<file path="config.mk">
export PLATFORM = sky130hd
export DESIGN_NAME = decode_stage_flat
export DESIGN_NICKNAME = d
export VERILOG_FILES = /design/src/rtl/decode_pkg.sv /design/src/rtl/decode_stage_if.sv /design/src/rtl/decode_stage_skid_buffer.sv /design/src/rtl/decode_stage.sv /design/src/flat_wrapper.sv
export SDC_FILE = /design/constraint.sdc
export NUM_CORES = 1
export LEC_CHECK = 0
export ABC_AREA = 1
export BUFFER_PORTS_ARGS = -buffer_cell sky130_fd_sc_hd__buf_2
export CORE_MARGIN = 1
export CORE_UTILIZATION = 40
export CTS_BUF_LIST = sky130_fd_sc_hd__clkbuf_4 sky130_fd_sc_hd__clkbuf_8
export DETAILED_ROUTE_END_ITERATION = 8
export GPL_TIMING_DRIVEN = 0
export PLACE_DENSITY = 0.62
export SYNTH_ARGS = -nofsm -noshare
export SYNTH_HDL_FRONTEND = slang
export SYNTH_HIERARCHICAL = 1
export SYNTH_SLANG_ARGS = --single-unit
export TNS_END_PERCENT = 5
</file>
<file path="constraint.sdc">
create_clock -name clk -period 1.4 [get_ports clk]
set_input_delay 0.28 -clock clk [delete_from_list [all_inputs] [get_ports clk]]
set_output_delay 0.28 -clock clk [all_outputs]
set_load 0.005 [all_outputs]
</file>
<file path="src/rtl/decode_pkg.sv">
// Shared decode definitions: opcodes, funct fields, ALU op enum, bundle struct.
// Latency: none (types and constants only).
// Backpressure: not applicable.
package decode_pkg;

   localparam int XLEN = 32;

   localparam logic [6:0] OPC_OP_IMM = 7'b0010011;
   localparam logic [6:0] OPC_OP     = 7'b0110011;
   localparam logic [6:0] OPC_LUI    = 7'b0110111;

   localparam logic [2:0] F3_ADD_SUB = 3'b000;
   localparam logic [2:0] F3_SLL     = 3'b001;
   localparam logic [2:0] F3_SLT     = 3'b010;
   localparam logic [2:0] F3_SLTU    = 3'b011;
   localparam logic [2:0] F3_XOR     = 3'b100;
   localparam logic [2:0] F3_SRL_SRA = 3'b101;
   localparam logic [2:0] F3_OR      = 3'b110;
   localparam logic [2:0] F3_AND     = 3'b111;

   localparam logic [6:0] F7_BASE = 7'b0000000;
   localparam logic [6:0] F7_ALT  = 7'b0100000;

   typedef enum logic [3:0] {
      ALU_NONE = 4'd0,
      ALU_ADD  = 4'd1,
      ALU_XOR  = 4'd2,
      ALU_OR   = 4'd3,
      ALU_AND  = 4'd4,
      ALU_SUB  = 4'd5,
      ALU_SLL  = 4'd6,
      ALU_SRL  = 4'd7,
      ALU_SRA  = 4'd8,
      ALU_SLT  = 4'd9,
      ALU_SLTU = 4'd10
   } alu_op_e;

   typedef struct packed {
      logic [XLEN-1:0] pc;
      logic [4:0]      rd;
      logic [4:0]      rs1;
      logic [4:0]      rs2;
      logic [XLEN-1:0] imm;
      alu_op_e         alu_op;
      logic            is_from_rf;
      logic            rf_we;
      logic            illegal;
   } dec_bundle_t;

endpackage

</file>
<file path="src/rtl/decode_stage_if.sv">
// Handshake bundles between fetch, decode and the register-file/ALU stage.
// Latency: none (wiring only).
// Backpressure: valid/ready on both sides; master drives valid and data.
interface decode_in_if #(parameter int XLEN = 32);
   logic            in_valid;
   logic            in_ready;
   logic [31:0]     in_instr;
   logic [XLEN-1:0] in_pc;

   modport master (output in_valid, in_instr, in_pc, input in_ready);
   modport slave  (input in_valid, in_instr, in_pc, output in_ready);
endinterface

interface decode_out_if #(parameter int XLEN = 32);
   logic                 out_valid;
   logic                 out_ready;
   logic [XLEN-1:0]      out_pc;
   logic [4:0]           out_rd;
   logic [4:0]           out_rs1;
   logic [4:0]           out_rs2;
   logic [XLEN-1:0]      out_imm;
   decode_pkg::alu_op_e  out_alu_op;
   logic                 out_is_from_rf;
   logic                 out_rf_we;
   logic                 out_illegal;

   modport master (output out_valid, out_pc, out_rd, out_rs1, out_rs2, out_imm,
                   out_alu_op, out_is_from_rf, out_rf_we, out_illegal,
                   input out_ready);
   modport slave  (input out_valid, out_pc, out_rd, out_rs1, out_rs2, out_imm,
                   out_alu_op, out_is_from_rf, out_rf_we, out_illegal,
                   output out_ready);
endinterface

</file>
<file path="src/rtl/decode_stage_skid_buffer.sv">
// Two-entry skid buffer (main M, skid S) for a W-bit payload.
// Latency: 1 cycle when M is empty; full throughput with out_rdy held high.
// Backpressure: in_rdy = !S valid, a pure flop output; flush empties both entries.
module skid_buffer #(
   parameter int W = 8
) (
   input  logic         clk,
   input  logic         rst_n,
   input  logic         flush,
   input  logic         in_vld,
   output logic         in_rdy,
   input  logic [W-1:0] in_dat,
   output logic         out_vld,
   input  logic         out_rdy,
   output logic [W-1:0] out_dat
);

   logic         m_vld_q, m_vld_d;
   logic         s_vld_q, s_vld_d;
   logic [W-1:0] m_dat_q, m_dat_d;
   logic [W-1:0] s_dat_q, s_dat_d;
   logic         accept;
   logic         m_free;

   assign in_rdy  = ~s_vld_q;
   assign out_vld = m_vld_q;
   assign out_dat = m_dat_q;

   // Next-state for M/S: refill M from S first, new words go to M when it frees up, else to S.
   always_comb begin
      m_vld_d = m_vld_q;
      s_vld_d = s_vld_q;
      m_dat_d = m_dat_q;
      s_dat_d = s_dat_q;
      accept  = in_vld & ~s_vld_q & ~flush;
      m_free  = ~m_vld_q | out_rdy;
      if (flush) begin
         m_vld_d = 1'b0;
         s_vld_d = 1'b0;
      end else if (m_free) begin
         if (s_vld_q) begin
            m_vld_d = 1'b1;
            m_dat_d = s_dat_q;
            s_vld_d = 1'b0;
         end else if (accept) begin
            m_vld_d = 1'b1;
            m_dat_d = in_dat;
         end else begin
            m_vld_d = 1'b0;
         end
      end else if (accept) begin
         s_vld_d = 1'b1;
         s_dat_d = in_dat;
      end
   end

   // State registers; data fields clear on reset so outputs read as zero.
   always_ff @(posedge clk or negedge rst_n) begin
      if (!rst_n) begin
         m_vld_q <= 1'b0;
         s_vld_q <= 1'b0;
         m_dat_q <= '0;
         s_dat_q <= '0;
      end else begin
         m_vld_q <= m_vld_d;
         s_vld_q <= s_vld_d;
         m_dat_q <= m_dat_d;
         s_dat_q <= s_dat_d;
      end
   end

endmodule

</file>
<file path="src/rtl/decode_stage.sv">
// RV32I ALU-subset + LUI decoder feeding a registered skid buffer; counts illegal bundles.
// Latency: 1 cycle from accept to out_valid; one instruction per cycle.
// Backpressure: in_ready is a registered "skid empty"; out_ready never reaches in_ready combinationally.
module decode_stage import decode_pkg::*; #(
   parameter int XLEN  = 32,
   parameter int CNT_W = 16
) (
   input  logic             clk,
   input  logic             rst_n,
   input  logic             flush,
   decode_in_if.slave       in_if,
   decode_out_if.master     out_if,
   output logic [CNT_W-1:0] illegal_cnt
);

   localparam int BW = $bits(dec_bundle_t);

   dec_bundle_t     dec;
   dec_bundle_t     ob;
   logic [BW-1:0]   ob_dat;
   logic            legal;
   logic [XLEN-1:0] imm;
   logic [6:0]      opc;
   logic [2:0]      f3;
   logic [6:0]      f7;
   logic [CNT_W-1:0] cnt_q, cnt_d;

   assign opc = in_if.in_instr[6:0];
   assign f3  = in_if.in_instr[14:12];
   assign f7  = in_if.in_instr[31:25];

   // Instruction decode: illegal encodings collapse to a NOP-like bundle keeping pc and register fields.
   always_comb begin
      legal          = 1'b0;
      imm            = '0;
      dec.pc         = in_if.in_pc;
      dec.rd         = in_if.in_instr[11:7];
      dec.rs1        = in_if.in_instr[19:15];
      dec.rs2        = in_if.in_instr[24:20];
      dec.imm        = '0;
      dec.alu_op     = ALU_NONE;
      dec.is_from_rf = 1'b0;
      dec.rf_we      = 1'b0;
      dec.illegal    = 1'b0;
      unique case (opc)
         OPC_OP_IMM: begin
            legal = 1'b1;
            imm   = XLEN'($signed(in_if.in_instr[31:20]));
            unique case (f3)
               F3_ADD_SUB: dec.alu_op = ALU_ADD;
               F3_SLT:     dec.alu_op = ALU_SLT;
               F3_SLTU:    dec.alu_op = ALU_SLTU;
               F3_XOR:     dec.alu_op = ALU_XOR;
               F3_OR:      dec.alu_op = ALU_OR;
               F3_AND:     dec.alu_op = ALU_AND;
               F3_SLL: begin
                  imm        = XLEN'(in_if.in_instr[24:20]);
                  dec.alu_op = ALU_SLL;
                  legal      = (f7 == F7_BASE);
               end
               default: begin
                  imm        = XLEN'(in_if.in_instr[24:20]);
                  dec.alu_op = (f7 == F7_ALT) ? ALU_SRA : ALU_SRL;
                  legal      = (f7 == F7_BASE) || (f7 == F7_ALT);
               end
            endcase
         end
         OPC_OP: begin
            dec.is_from_rf = 1'b1;
            legal          = (f7 == F7_BASE);
            unique case (f3)
               F3_ADD_SUB: begin
                  dec.alu_op = (f7 == F7_ALT) ? ALU_SUB : ALU_ADD;
                  legal      = (f7 == F7_BASE) || (f7 == F7_ALT);
               end
               F3_SRL_SRA: begin
                  dec.alu_op = (f7 == F7_ALT) ? ALU_SRA : ALU_SRL;
                  legal      = (f7 == F7_BASE) || (f7 == F7_ALT);
               end
               F3_SLL:  dec.alu_op = ALU_SLL;
               F3_SLT:  dec.alu_op = ALU_SLT;
               F3_SLTU: dec.alu_op = ALU_SLTU;
               F3_XOR:  dec.alu_op = ALU_XOR;
               F3_OR:   dec.alu_op = ALU_OR;
               default: dec.alu_op = ALU_AND;
            endcase
         end
         OPC_LUI: begin
            legal      = 1'b1;
            dec.alu_op = ALU_ADD;
            dec.rs1    = 5'd0;
            imm        = XLEN'($signed({in_if.in_instr[31:12], 12'b0}));
         end
         default: legal = 1'b0;
      endcase
      if (legal) begin
         dec.imm   = imm;
         dec.rf_we = (dec.rd != 5'd0);
      end else begin
         dec.alu_op     = ALU_NONE;
         dec.is_from_rf = 1'b0;
         dec.illegal    = 1'b1;
      end
   end

   skid_buffer #(.W(BW)) u_skid (
      .clk     (clk),
      .rst_n   (rst_n),
      .flush   (flush),
      .in_vld  (in_if.in_valid),
      .in_rdy  (in_if.in_ready),
      .in_dat  (dec),
      .out_vld (out_if.out_valid),
      .out_rdy (out_if.out_ready),
      .out_dat (ob_dat)
   );

   assign ob                    = dec_bundle_t'(ob_dat);
   assign out_if.out_pc         = ob.pc;
   assign out_if.out_rd         = ob.rd;
   assign out_if.out_rs1        = ob.rs1;
   assign out_if.out_rs2        = ob.rs2;
   assign out_if.out_imm        = ob.imm;
   assign out_if.out_alu_op     = ob.alu_op;
   assign out_if.out_is_from_rf = ob.is_from_rf;
   assign out_if.out_rf_we      = ob.rf_we;
   assign out_if.out_illegal    = ob.illegal;
   assign illegal_cnt           = cnt_q;

   // Illegal counter: count delivered illegal bundles (flush does not block the handshake), saturating.
   always_comb begin
      cnt_d = cnt_q;
      if (out_if.out_valid && out_if.out_ready && ob.illegal && (cnt_q != {CNT_W{1'b1}}))
         cnt_d = cnt_q + 1'b1;
   end

   // Counter register.
   always_ff @(posedge clk or negedge rst_n) begin
      if (!rst_n) cnt_q <= '0;
      else        cnt_q <= cnt_d;
   end

endmodule

</file>
<file path="src/flat_wrapper.sv">
// flat-port wrapper written by rule: the top's interface ports become plain ports
module decode_stage_flat import decode_pkg::*;
#(
   parameter int XLEN  = 32,
   parameter int CNT_W = 16
)
  (clk, rst_n, flush, illegal_cnt, in_if_in_valid, in_if_in_instr, in_if_in_pc, in_if_in_ready, out_if_out_valid, out_if_out_pc, out_if_out_rd, out_if_out_rs1, out_if_out_rs2, out_if_out_imm, out_if_out_alu_op, out_if_out_is_from_rf, out_if_out_rf_we, out_if_out_illegal, out_if_out_ready);
  decode_in_if #(.XLEN(XLEN)) in_if_i ();
  decode_out_if #(.XLEN(XLEN)) out_if_i ();
  input  logic clk;
  input  logic rst_n;
  input  logic flush;
  output logic [CNT_W-1:0] illegal_cnt;
  input wire logic [$bits(in_if_i.in_valid)-1:0] in_if_in_valid;
  input wire logic [$bits(in_if_i.in_instr)-1:0] in_if_in_instr;
  input wire logic [$bits(in_if_i.in_pc)-1:0] in_if_in_pc;
  output wire logic [$bits(in_if_i.in_ready)-1:0] in_if_in_ready;
  output wire logic [$bits(out_if_i.out_valid)-1:0] out_if_out_valid;
  output wire logic [$bits(out_if_i.out_pc)-1:0] out_if_out_pc;
  output wire logic [$bits(out_if_i.out_rd)-1:0] out_if_out_rd;
  output wire logic [$bits(out_if_i.out_rs1)-1:0] out_if_out_rs1;
  output wire logic [$bits(out_if_i.out_rs2)-1:0] out_if_out_rs2;
  output wire logic [$bits(out_if_i.out_imm)-1:0] out_if_out_imm;
  output wire logic [$bits(out_if_i.out_alu_op)-1:0] out_if_out_alu_op;
  output wire logic [$bits(out_if_i.out_is_from_rf)-1:0] out_if_out_is_from_rf;
  output wire logic [$bits(out_if_i.out_rf_we)-1:0] out_if_out_rf_we;
  output wire logic [$bits(out_if_i.out_illegal)-1:0] out_if_out_illegal;
  input wire logic [$bits(out_if_i.out_ready)-1:0] out_if_out_ready;
  assign in_if_i.in_valid = in_if_in_valid;
  assign in_if_i.in_instr = in_if_in_instr;
  assign in_if_i.in_pc = in_if_in_pc;
  assign in_if_in_ready = in_if_i.in_ready;
  assign out_if_out_valid = out_if_i.out_valid;
  assign out_if_out_pc = out_if_i.out_pc;
  assign out_if_out_rd = out_if_i.out_rd;
  assign out_if_out_rs1 = out_if_i.out_rs1;
  assign out_if_out_rs2 = out_if_i.out_rs2;
  assign out_if_out_imm = out_if_i.out_imm;
  assign out_if_out_alu_op = out_if_i.out_alu_op;
  assign out_if_out_is_from_rf = out_if_i.out_is_from_rf;
  assign out_if_out_rf_we = out_if_i.out_rf_we;
  assign out_if_out_illegal = out_if_i.out_illegal;
  assign out_if_i.out_ready = out_if_out_ready;
  decode_stage #(.XLEN(XLEN), .CNT_W(CNT_W)) u_core (.clk(clk), .rst_n(rst_n), .flush(flush), .in_if(in_if_i), .out_if(out_if_i), .illegal_cnt(illegal_cnt));
endmodule
</file>
==> results of run 1 <==
-- worst paths after layout --
| path | slack, ns | from | endpoint |
|---|---|---|---|
| min in group asynchronous | 0.34 | rst_n | u_core/illegal_cnt[2] |
| hold / removal | 0.03 | in_if_in_pc[2] | u_core/u_skid/s_dat_q[56] |
| setup reg to reg | -0.12 | u_core/illegal_cnt[0] | u_core/illegal_cnt[9] |
| max in group asynchronous | 0.14 | rst_n | u_core/u_skid/s_dat_q[35] |
| hold reg to reg | 0.48 | u_core/u_skid/s_dat_q[8] | u_core/u_skid/s_dat_q[8] |
| setup / recovery | -0.17 | u_core/u_skid/s_vld_q | in_if_in_ready |
-- cell type report --
| cell class | instances | share of cell area |
|---|---|---|
| clock inverter | 15 | 0.0128 |
| tap | 319 | 0.0329 |
| timing repair buffer | 204 | 0.103 |
| clock buffer | 17 | 0.0193 |
| multi-input combinational | 995 | 0.364 |
| buffer | 80 | 0.0550 |
| sequential | 190 | 0.392 |
| inverter | 63 | 0.0205 |
-- cells by family (layout without fill, tap and decap cells) --
logic type                 Yosys count  after routing
xor gates and xnor gates            11             11
and+or+nand+nor                    940            940
DFF                                190            190
AOI/OAI and AO/OA                   41             41
adders and majority gates            3              3
buffers and inverters              143            379
-- cell usage after synthesis --
cell | instances | area [sq um]
buf_1 | 4 | 15.0
buf_2 | 38 | 190
xnor2_1 | 6 | 52.6
inv_4 | 1 | 6.26
o21ai_1 | 1 | 5.00
xor2_1 | 5 | 43.8
nor4_1 | 1 | 6.26
nand3_1 | 187 | 936
nand2_2 | 1 | 6.26
nand3_2 | 5 | 50.1
clkbuf_1 | 25 | 93.8
nand2_4 | 1 | 11.3
nor3_4 | 1 | 16.3
nor2_4 | 4 | 45.0
o21ai_0 | 29 | 145
buf_4 | 11 | 82.6
ha_1 | 3 | 37.5
nor2_2 | 3 | 18.8
nor2_1 | 41 | 154
o21ai_2 | 4 | 35.0
inv_2 | 6 | 22.5
nor3_1 | 7 | 35.0
o211ai_1 | 1 | 7.51
nand3b_2 | 1 | 11.3
nand3b_1 | 3 | 22.5
inv_1 | 56 | 210
a21oi_1 | 5 | 25.0
nand2_1 | 683 | 2560
and3_1 | 1 | 6.26
dfrtp_1 | 190 | 4750
a31oi_1 | 1 | 6.26
nor3_2 | 1 | 10.0
buf_6 | 2 | 22.5
-- repair_timing --
action | in CTS | in global routing
gates cloned | 1 | 1
setup buffers | 19 | 9
hold buffers | 1 | 0
endpoints found under the setup margin | 195 | 302
pin swaps | 9 | 10
gates resized for setup | 73 | 115
endpoints found under the hold margin | 79 | 0
-- routing by layer --
layer  share of wire  global-route usage  vias to the layer above
met4           0.021              0.0740                        0
met1            0.46               0.323                     4252
met2            0.46               0.368                      281
li1                -                   -                     4586
met5               0                   0                        -
met3           0.056              0.0374                       33
-- per-stage QoR --
step / setup TNS (ns) / instances / util / worst slack, ns
after floorplan: -1.78 / 1328 / - / -0.112
after global placement: -682.06 / 1819 / 0.464 / -3.33
after detailed placement: -55.04 / 1820 / 0.465 / -0.586
after CTS: -5.75 / 1873 / 0.498 / -0.187
after global routing: -8.81 / 1883 / 0.516 / -0.231
final: -1.89 / 1883 / 0.516 / -0.168
-- flip-flops by register name, summed over array words and instances, names as in the netlist --
| register | flops |
|---|---|
| u_core/u_skid/out_dat | 86 |
| u_core/u_skid/s_dat_q | 86 |
| u_core/illegal_cnt | 16 |
| u_core/u_skid/out_vld | 1 |
| u_core/u_skid/s_vld_q | 1 |
-- critical path, cell delays in order (launching register included) --
cell and delay, ns:
dfrtp_1 0.40, buf_6 0.15, inv_8 0.07, clkbuf_16 0.12, buf_6 0.08
-- cell usage in the layout (no fill, tap or decap), drive strengths merged --
cell type and instances:
buf 259, a21oi 5, a31oi 1, dlygate4sd3 1
o211ai 1, inv 69, nor2 48, clkinvlp 1
clkbuf 41, o21ai 34, dfrtp 190, nor3 9
nand3b 4, nor4 1, ha 3, nand3 192
xnor2 6, nand2 685, clkinv 8, xor2 5
and3 1
-- power by group --
group	internal (mW)	leakage, nW	switching (mW)
Combinational	1.10	4.33	1.33
Clock	1.32	0.195	2.27
Sequential	6.17	2.49	0.430
==> metrics.txt, run 1 <==
status finished, violations left; failing checks setup timing; per-cell routed wire length about 15 microns; synth warn 6; Final Cycle Share 1.12; initial antenna violation count 0; DR vias/cell between 4 and 5; LEAKAGE around 7 nW; post-route clock skew 0.0157 ns; mux cell area share after synthesis 0; CP endpoint kind output pin; Finished Cell Area 12,100 sq um; Multi-input gate area about 4400 sq um; CP Launch Type register; Mapped Cells between 1k and 1.5k; Hold Crit Depth 3; Synth Area in Compound Gates 0.0232; number of global-route vias before repair 8,677; synth unique cells 33; Core Rows 56; FF+latch count, synth 190; die area between 20,000 and 25,000 sq um; Iteration-0 DRC Markers between 700 and 800; Post-Synth XOR/XNOR Area 0.00999; Final Max Slew Viols 0; Die H about 160 microns; Final Hold Viols 0; Power Density 1040 nW/um^2; grt ovf 0; buffers added on ports roughly 170; Routed WL approximately 28,000 microns; unrepaired setup endpoints after global routing true; Filler Cell Count around 2.4k; # setup viols final 34; reg2reg path depth 10; routability-driven placement congestion ratio roughly 0.87; CP max FO 5; clock root cell clkbuf_8; nets@finish ~1.6k; HPWL Detailed approximately 19,000 microns; largest family of logic cells by synthesized area simple AND/OR/NAND/NOR gates; sequential fraction of the synthesis area 0.493; total power draw about 13 mW; post-synthesis adder-cell area fraction 0.00389; Inserted Clock Buffers 17; Max clock buf depth 2; largest net degree at the start of global routing ~110; Synth Net Count about 1.4k; WHS between 0.03 and 0.04 ns; layout cells sized above 1 0.238; Max Clk Rate approximately 640 MHz; drt first pass iters 5; Setup Crit Path Kind register to output pin; CORE AREA roughly 24,000 sq um; Sink Count between 150 and 200; antenna viol nets, final 0; Syn Std Cell Area approximately 9600 sq um; synth-to-layout area growth 25.9%; first-pass GRT wire length ~45,000 microns; Total Routing Usage GR 0.232; actual slew at the worst max-slew pin slightly above 0.6 ns; Initial Util 0.410; n_diodes 0; final worst slack -0.168 ns; worst skew pair latency roughly 0.48 ns; Vias 9,152; Min-Delay Path Class input pin to register; number of remaining DRC errors 0; VDD IR max around 500 uV; Tmin final roughly 1.6 ns; CP arrival between 1 and 1.5 ns; Max Cap Violations 0; I/O pin count roughly 170; CTS tree built; FF+latch area 4760 sq um; Crit path required time 1.12 ns; Post-Synth Simple-Gate Area 0.403; htree depth 4; placed inst area 11,000 sq um; slew margin rel. 0.587; mean area per synthesized cell 7.27 sq um; Die Wd 157 microns; clock-pin slew on the worst setup and hold paths roughly 0.12 ns
No activity file was read; power rests on OpenSTA's default activity.
==> inputs of run 2 (changes only) <==
Settings changed: CORE_UTILIZATION 40 to 35, PLACE_DENSITY 0.62 to 0.55.
==> run 2 against run 1 <==
The run ends with hold timing, setup timing left; utilization fell by 7.3 points; wire length rose by 3.3%; final cell count rose by 0.53%; critical path type unchanged; largest cell class unchanged.
==> metrics.txt, run 2 (synthesis results as in run 1) <==
# setup viols final 66 (+94%); first-pass GRT wire length 47,700 microns (+7.1%); met3 Resource Use GR 0.0369 (-0.000538); buffers added on ports 172 (unchanged); die area 28,200 sq um (+14%); reg2reg path depth 10 (unchanged); VDD IR max 484 uV (-2.4%); flop2flop setup slack -0.12 ns (about the same); antenna viol nets, final 0 (unchanged); most common cell after layout, fill and taps aside nand2_1; CTS tree built; Crit path required time 1.12 ns (about the same); M2 GR Usage 0.337 (-0.0317); number of remaining DRC errors 0 (unchanged); final core occ 0.443 (-0.0733); worst reg2reg endpoint u_core/illegal_cnt[9]; initial antenna violation count 1 (+1); Final Hold Viols 83 (+83); met1 usage 0.298 (-0.0253); Setup Crit Path Kind register to output pin; Core Rows 60 (+7.1%); Die H 168 microns (+6.8%); per-cell routed wire length 15.3 microns (+2.7%); Filler Cell Count 2,914 (+22%); Final Cycle Share 1.10 (-0.0184); post-route clock skew 0.0106 ns (-0.00516 ns); grt ovf 0 (unchanged); Max Cap Violations 0 (unchanged); CORE AREA 27,000 sq um (+15%); Iteration-0 DRC Markers 631 (-11%); Initial Util 0.357 (-0.0528); I/O pin count 173 (unchanged); worst skew pair latency 0.46 ns (-0.02 ns); number of global-route vias before repair 8,990 (+3.6%); htree depth 4 (unchanged); Inserted Clock Buffers 17 (unchanged); Max Clk Rate 649 MHz (+1.7%); Multi-input gate area 4430 sq um (about the same); failing checks hold timing, setup timing; clock root cell clkbuf_8; Vias 9,084 (-0.74%); CP Launch Type register; final worst slack -0.142 ns (+0.0258 ns); unrepaired setup endpoints after global routing true; synth-to-layout area growth 24.0%; most frequent cells in the layout nand2_1 (667), buf_2 (188), nand3_1 (183); Max clock buf depth 2 (unchanged); Min-Delay Path Class input pin to asynchronous set/reset pin; largest net degree at the start of global routing 108 (-3.6%); CP endpoint kind output pin; Routed WL 28,900 microns (+3.3%); Power Density 1030 nW/um^2 (-0.49%); GRT busiest layer met2; drt first pass iters 5 (unchanged); actual slew at the worst max-slew pin 0.691 ns (+0.0715 ns); CP max FO 5 (unchanged); nets@finish 1,611 (-0.74%); DR vias/cell 4.80 (-1.3%); Die Wd 168 microns (+6.8%); routability-driven placement congestion ratio 0.908 (+4.5%); n_diodes 0 (unchanged); worst r2r src u_core/illegal_cnt[0]; Total Routing Usage GR 0.212 (-0.0197); slew margin rel. 0.540 (-0.0477); max incr delay on CP 0.38 ns (-0.02 ns); LEAKAGE 6.91 nW (-1.4%); most used cell, CP buf_6; Tmin final 1.54 ns (-0.0258 ns); CP cell instances buf_6, inv_8, clkbuf_16, buf_6; FF+latch area 4770 sq um (about the same); Final Max Slew Viols 0 (unchanged); Sink Count 190 (unchanged); slowest cell on the critical path dfrtp_1; CP arrival 1.26 ns (-0.03 ns); layout cells sized above 1 0.238 (about the same); WHS -0.201 ns (-0.234 ns); clock-pin slew on the worst setup and hold paths 0.11 ns (about the same); status finished, violations left; HPWL Detailed 20,400 microns (+4.8%)
## run 2: how the worst max path moves through the flow
stage,slack (ns),depth (start not counted),from,to
floorplan,-0.11,9,u_core/illegal_cnt[0],u_core/illegal_cnt[8]
global placement,-3.45,1,rst_n,u_core/u_skid/s_dat_q[63]
detailed placement,-0.66,12,in_if_in_instr[3],u_core/u_skid/out_dat[27]
CTS,-0.19,10,u_core/illegal_cnt[1],u_core/illegal_cnt[9]
global route,-0.21,4,u_core/u_skid/s_vld_q,in_if_in_ready
finish,-0.14,4,u_core/u_skid/s_vld_q,in_if_in_ready
## run 2: metal layers
metal,share of wire,up-vias
li1,-,4559
met2,0.46,209
met4,0.018,2
met1,0.49,4287
met3,0.041,27
met5,0.00052,-
## run 2: final cells by class
class	instances	share of cell area
Sequential cell	190	0.398
Multi-Input combinational cell	995	0.370
Timing Repair Buffer	192	0.0927
Buffer	80	0.0525
Tap cell	341	0.0357
Clock buffer	19	0.0208
Inverter	63	0.0208
Clock inverter	13	0.00889
## run 2: what timing repair did
action	4_1_cts	5_1_grt
gates resized for setup	88	73
pin swaps	9	10
endpoints found under the setup margin	193	178
cloned	1	1
setup buffers	15	2
endpoints found under the hold margin	83	83
## run 2: power breakdown
part / switching, mW / internal [mW] / leakage (nW)
Combinational: 1.33 / 0.995 / 4.25
Sequential: 0.428 / 6.17 / 2.48
Clock: 2.13 / 1.32 / 0.179
Total: 3.89 / 8.48 / 6.91
## run 2: metrics by stage
step | std cells | setup WS, ns | setup TNS [ns] | instance area (sq um) | power, mW
final | 1893 | -0.142 | -4.28 | 12000 | 12.4
after global placement | 1841 | -3.45 | -716.18 | 10900 | 8.70
after CTS | 1890 | -0.192 | -5.60 | 11700 | 12.4
after global routing | 1893 | -0.209 | -13.86 | 12000 | 13.2
after floorplan | 1328 | -0.112 | -1.78 | 9660 | 7.79
after detailed placement | 1842 | -0.659 | -63.51 | 11000 | 8.75
## run 2: worst max-delay path: cells and delay by family, from the launching register on
kind	cells	cell delay, ns
DFF	1	0.38
buffers and inverters	4	0.41
==> inputs of run 3 (changes only) <==
Settings changed: CTS_CLUSTER_SIZE set to 16, HOLD_SLACK_MARGIN set to 0.15.
==> run 3 against run 2 <==
Die area unchanged; sequential power barely moved; final area rose by 3.5%; first-iteration DRC count down 13%; clock power is essentially flat; the run still ends with hold timing, setup timing left; worst hold slack worse by 0.013 ns; clock-buffer cell count unchanged; final cell count rose by 2.2%; largest power group unchanged; critical path depth is the same; maximum frequency is 0.15% lower; critical endpoint unchanged.
==> metrics.txt, run 3 (synthesis results as in run 1) <==
layout cells sized above 1 0.232 (-0.00614); Final Cycle Share 1.10 (+0.00166); post-route clock skew 0.00915 ns (-0.00144 ns); per-cell routed wire length 15.1 microns (-1.3%); die area 28,200 sq um (unchanged); VDD IR max 483 uV (-0.14%); antenna viol nets, final 0 (unchanged); HPWL Detailed 20,400 microns (unchanged); Min-Delay Path Class input pin to asynchronous set/reset pin; Core Rows 60 (unchanged); Tmin final 1.54 ns (+0.00233 ns); crit-path leading delay family buffers and inverters; most common cell after layout, fill and taps aside nand2_1; number of global-route vias before repair 9,196 (+2.3%); Filler Cell Count 2,888 (-0.89%); largest net degree at the start of global routing 108 (unchanged); Total Routing Usage GR 0.214 (+0.00197); initial antenna violation count 1 (unchanged); unrepaired setup endpoints after global routing true; synth-to-layout area growth 28.4%; clock root cell clkbuf_8; CP endpoint kind output pin; # setup viols final 64 (-3.0%); nets@finish 1,652 (+2.5%); setup TNS -4.29 ns (-0.00942 ns); Max Clk Rate 648 MHz (-0.15%); Setup Crit Path Kind register to output pin; LEAKAGE 7.09 nW (+2.5%); slew margin rel. 0.535 (-0.00454); total power draw 12.5 mW (+0.76%); CP arrival 1.26 ns (about the same); reg2reg path depth 10 (unchanged); flop2flop setup slack -0.13 ns (about the same); Crit path required time 1.12 ns (about the same); CP max FO 5 (unchanged); Multi-input gate area 4430 sq um (about the same); worst skew pair latency 0.46 ns (about the same); routability-driven placement congestion ratio 0.908 (unchanged); Setup WS pre-CTS -0.659 ns (unchanged); grt ovf 0 (unchanged); drt first pass iters 5 (unchanged); htree depth 4 (unchanged); CP cell instances buf_6, inv_8, clkbuf_16, buf_6; Final Hold Viols 83 (unchanged); CP Launch Type register; Initial Util 0.357 (unchanged); clock-pin slew on the worst setup and hold paths 0.11 ns (about the same); Power Density 1010 nW/um^2 (-2.7%); Routed WL 29,200 microns (+0.86%); CORE AREA 27,000 sq um (unchanged); slowest cell on the critical path dfrtp_1; first-pass GRT wire length 48,300 microns (+1.2%); Max clock buf depth 2 (unchanged); cts hold-fix bufs 42; most frequent cells in the layout nand2_1 (666), buf_2 (189), nand3_1 (183); most used cell, CP buf_6; DR vias/cell 4.78 (-0.49%); max incr delay on CP 0.38 ns (about the same); worst r2r src u_core/illegal_cnt[0]; n_diodes 0 (unchanged); FF+latch area 4770 sq um (unchanged); Die H 168 microns (unchanged); Iteration-0 DRC Markers 551 (-13%); final worst slack -0.144 ns (-0.00233 ns); actual slew at the worst max-slew pin 0.697 ns (+0.00681 ns); Final Max Slew Viols 0 (unchanged); Inserted Clock Buffers 17 (unchanged); CTS tree built; Die Wd 168 microns (unchanged); final core occ 0.458 (+0.0157); number of remaining DRC errors 0 (unchanged); WHS -0.214 ns (-0.0126 ns); CP startpoint u_core/u_skid/s_vld_q; buffers added on ports 172 (unchanged); Vias 9,235 (+1.7%); I/O pin count 173 (unchanged); worst reg2reg endpoint u_core/illegal_cnt[9]; Crit path buffers/inverters 4 (unchanged); status finished, violations left; Sink Count 190 (unchanged); failing checks hold timing, setup timing; Max Cap Violations 0 (unchanged)
==> run 3: cell types whose count changed in the layout (fill, tap and decap cells not counted) <==
cell,change
nand2_2,+1
buf_8,+3
clkbuf_4,-1
buf_2,+1
o21ai_0,+1
o21ai_1,-1
buf_6,-3
buf_4,-1
dlygate4sd3_1,+42
nand2_1,-1
==> run 3: power breakdown <==
group	internal, mW	switching [mW]	leakage, nW
Sequential	6.17	0.427	2.48
Clock	1.32	2.13	0.179
Combinational	1.07	1.35	4.42
==> run 3: what timing repair did <==
item / CTS / global route
endpoints found under the setup margin: 193 / 179
hold endpoints to repair: 150 / 84
resized for setup: 88 / 75
pin swaps: 9 / 10
cloned: 1 / 1
buffers inserted: 15 / 1
==> run 3: worst register-to-register path: cells and delay by family, from the launching register on <==
kind	cells	cell delay [ns]
simple gates	7	0.61
fa+ha+maj	1	0.17
buf+inv	2	0.23
flops	1	0.42
==> run 3: per-layer routing <==
layer | global-route usage | up-vias | wire length (microns)
met5 | 0 | - | 15
met4 | 0.0590 | 2 | 489
met3 | 0.0362 | 25 | 1190
met2 | 0.343 | 209 | 13400
met1 | 0.299 | 4353 | 14100
li1 | - | 4646 | -
==> run 3: how the worst max path moves through the flow <==
stage                                 to  slack [ns]  depth (start not counted)
4_1_cts            u_core/illegal_cnt[9]       -0.19                         10
3_5_place_dp   u_core/u_skid/out_dat[27]       -0.66                         12
5_1_grt        u_core/u_skid/out_dat[27]       -0.21                         13
3_3_place_gp   u_core/u_skid/s_dat_q[63]       -3.45                          1
2_1_floorplan      u_core/illegal_cnt[8]       -0.11                          9
6_report                  in_if_in_ready       -0.14                          4
==> run 3: area by class of cell <==
cell class / count / area share
timing repair buffer: 233 / 0.123
clock inverter: 13 / 0.00859
buffer: 80 / 0.0514
tap: 341 / 0.0344
multi-input combinational: 995 / 0.358
sequential: 190 / 0.385
clock buffer: 19 / 0.0201
inverter: 63 / 0.0201
==> run 3: metrics by stage <==
step,cells,hold slack [ns],area (sq um)
after floorplan,1328,-0.0156,9660
after global placement,1841,0.453,10900
after detailed placement,1842,0.331,11000
after CTS,1932,-0.196,12200
after global routing,1934,-0.194,12400
final,1934,-0.214,12400
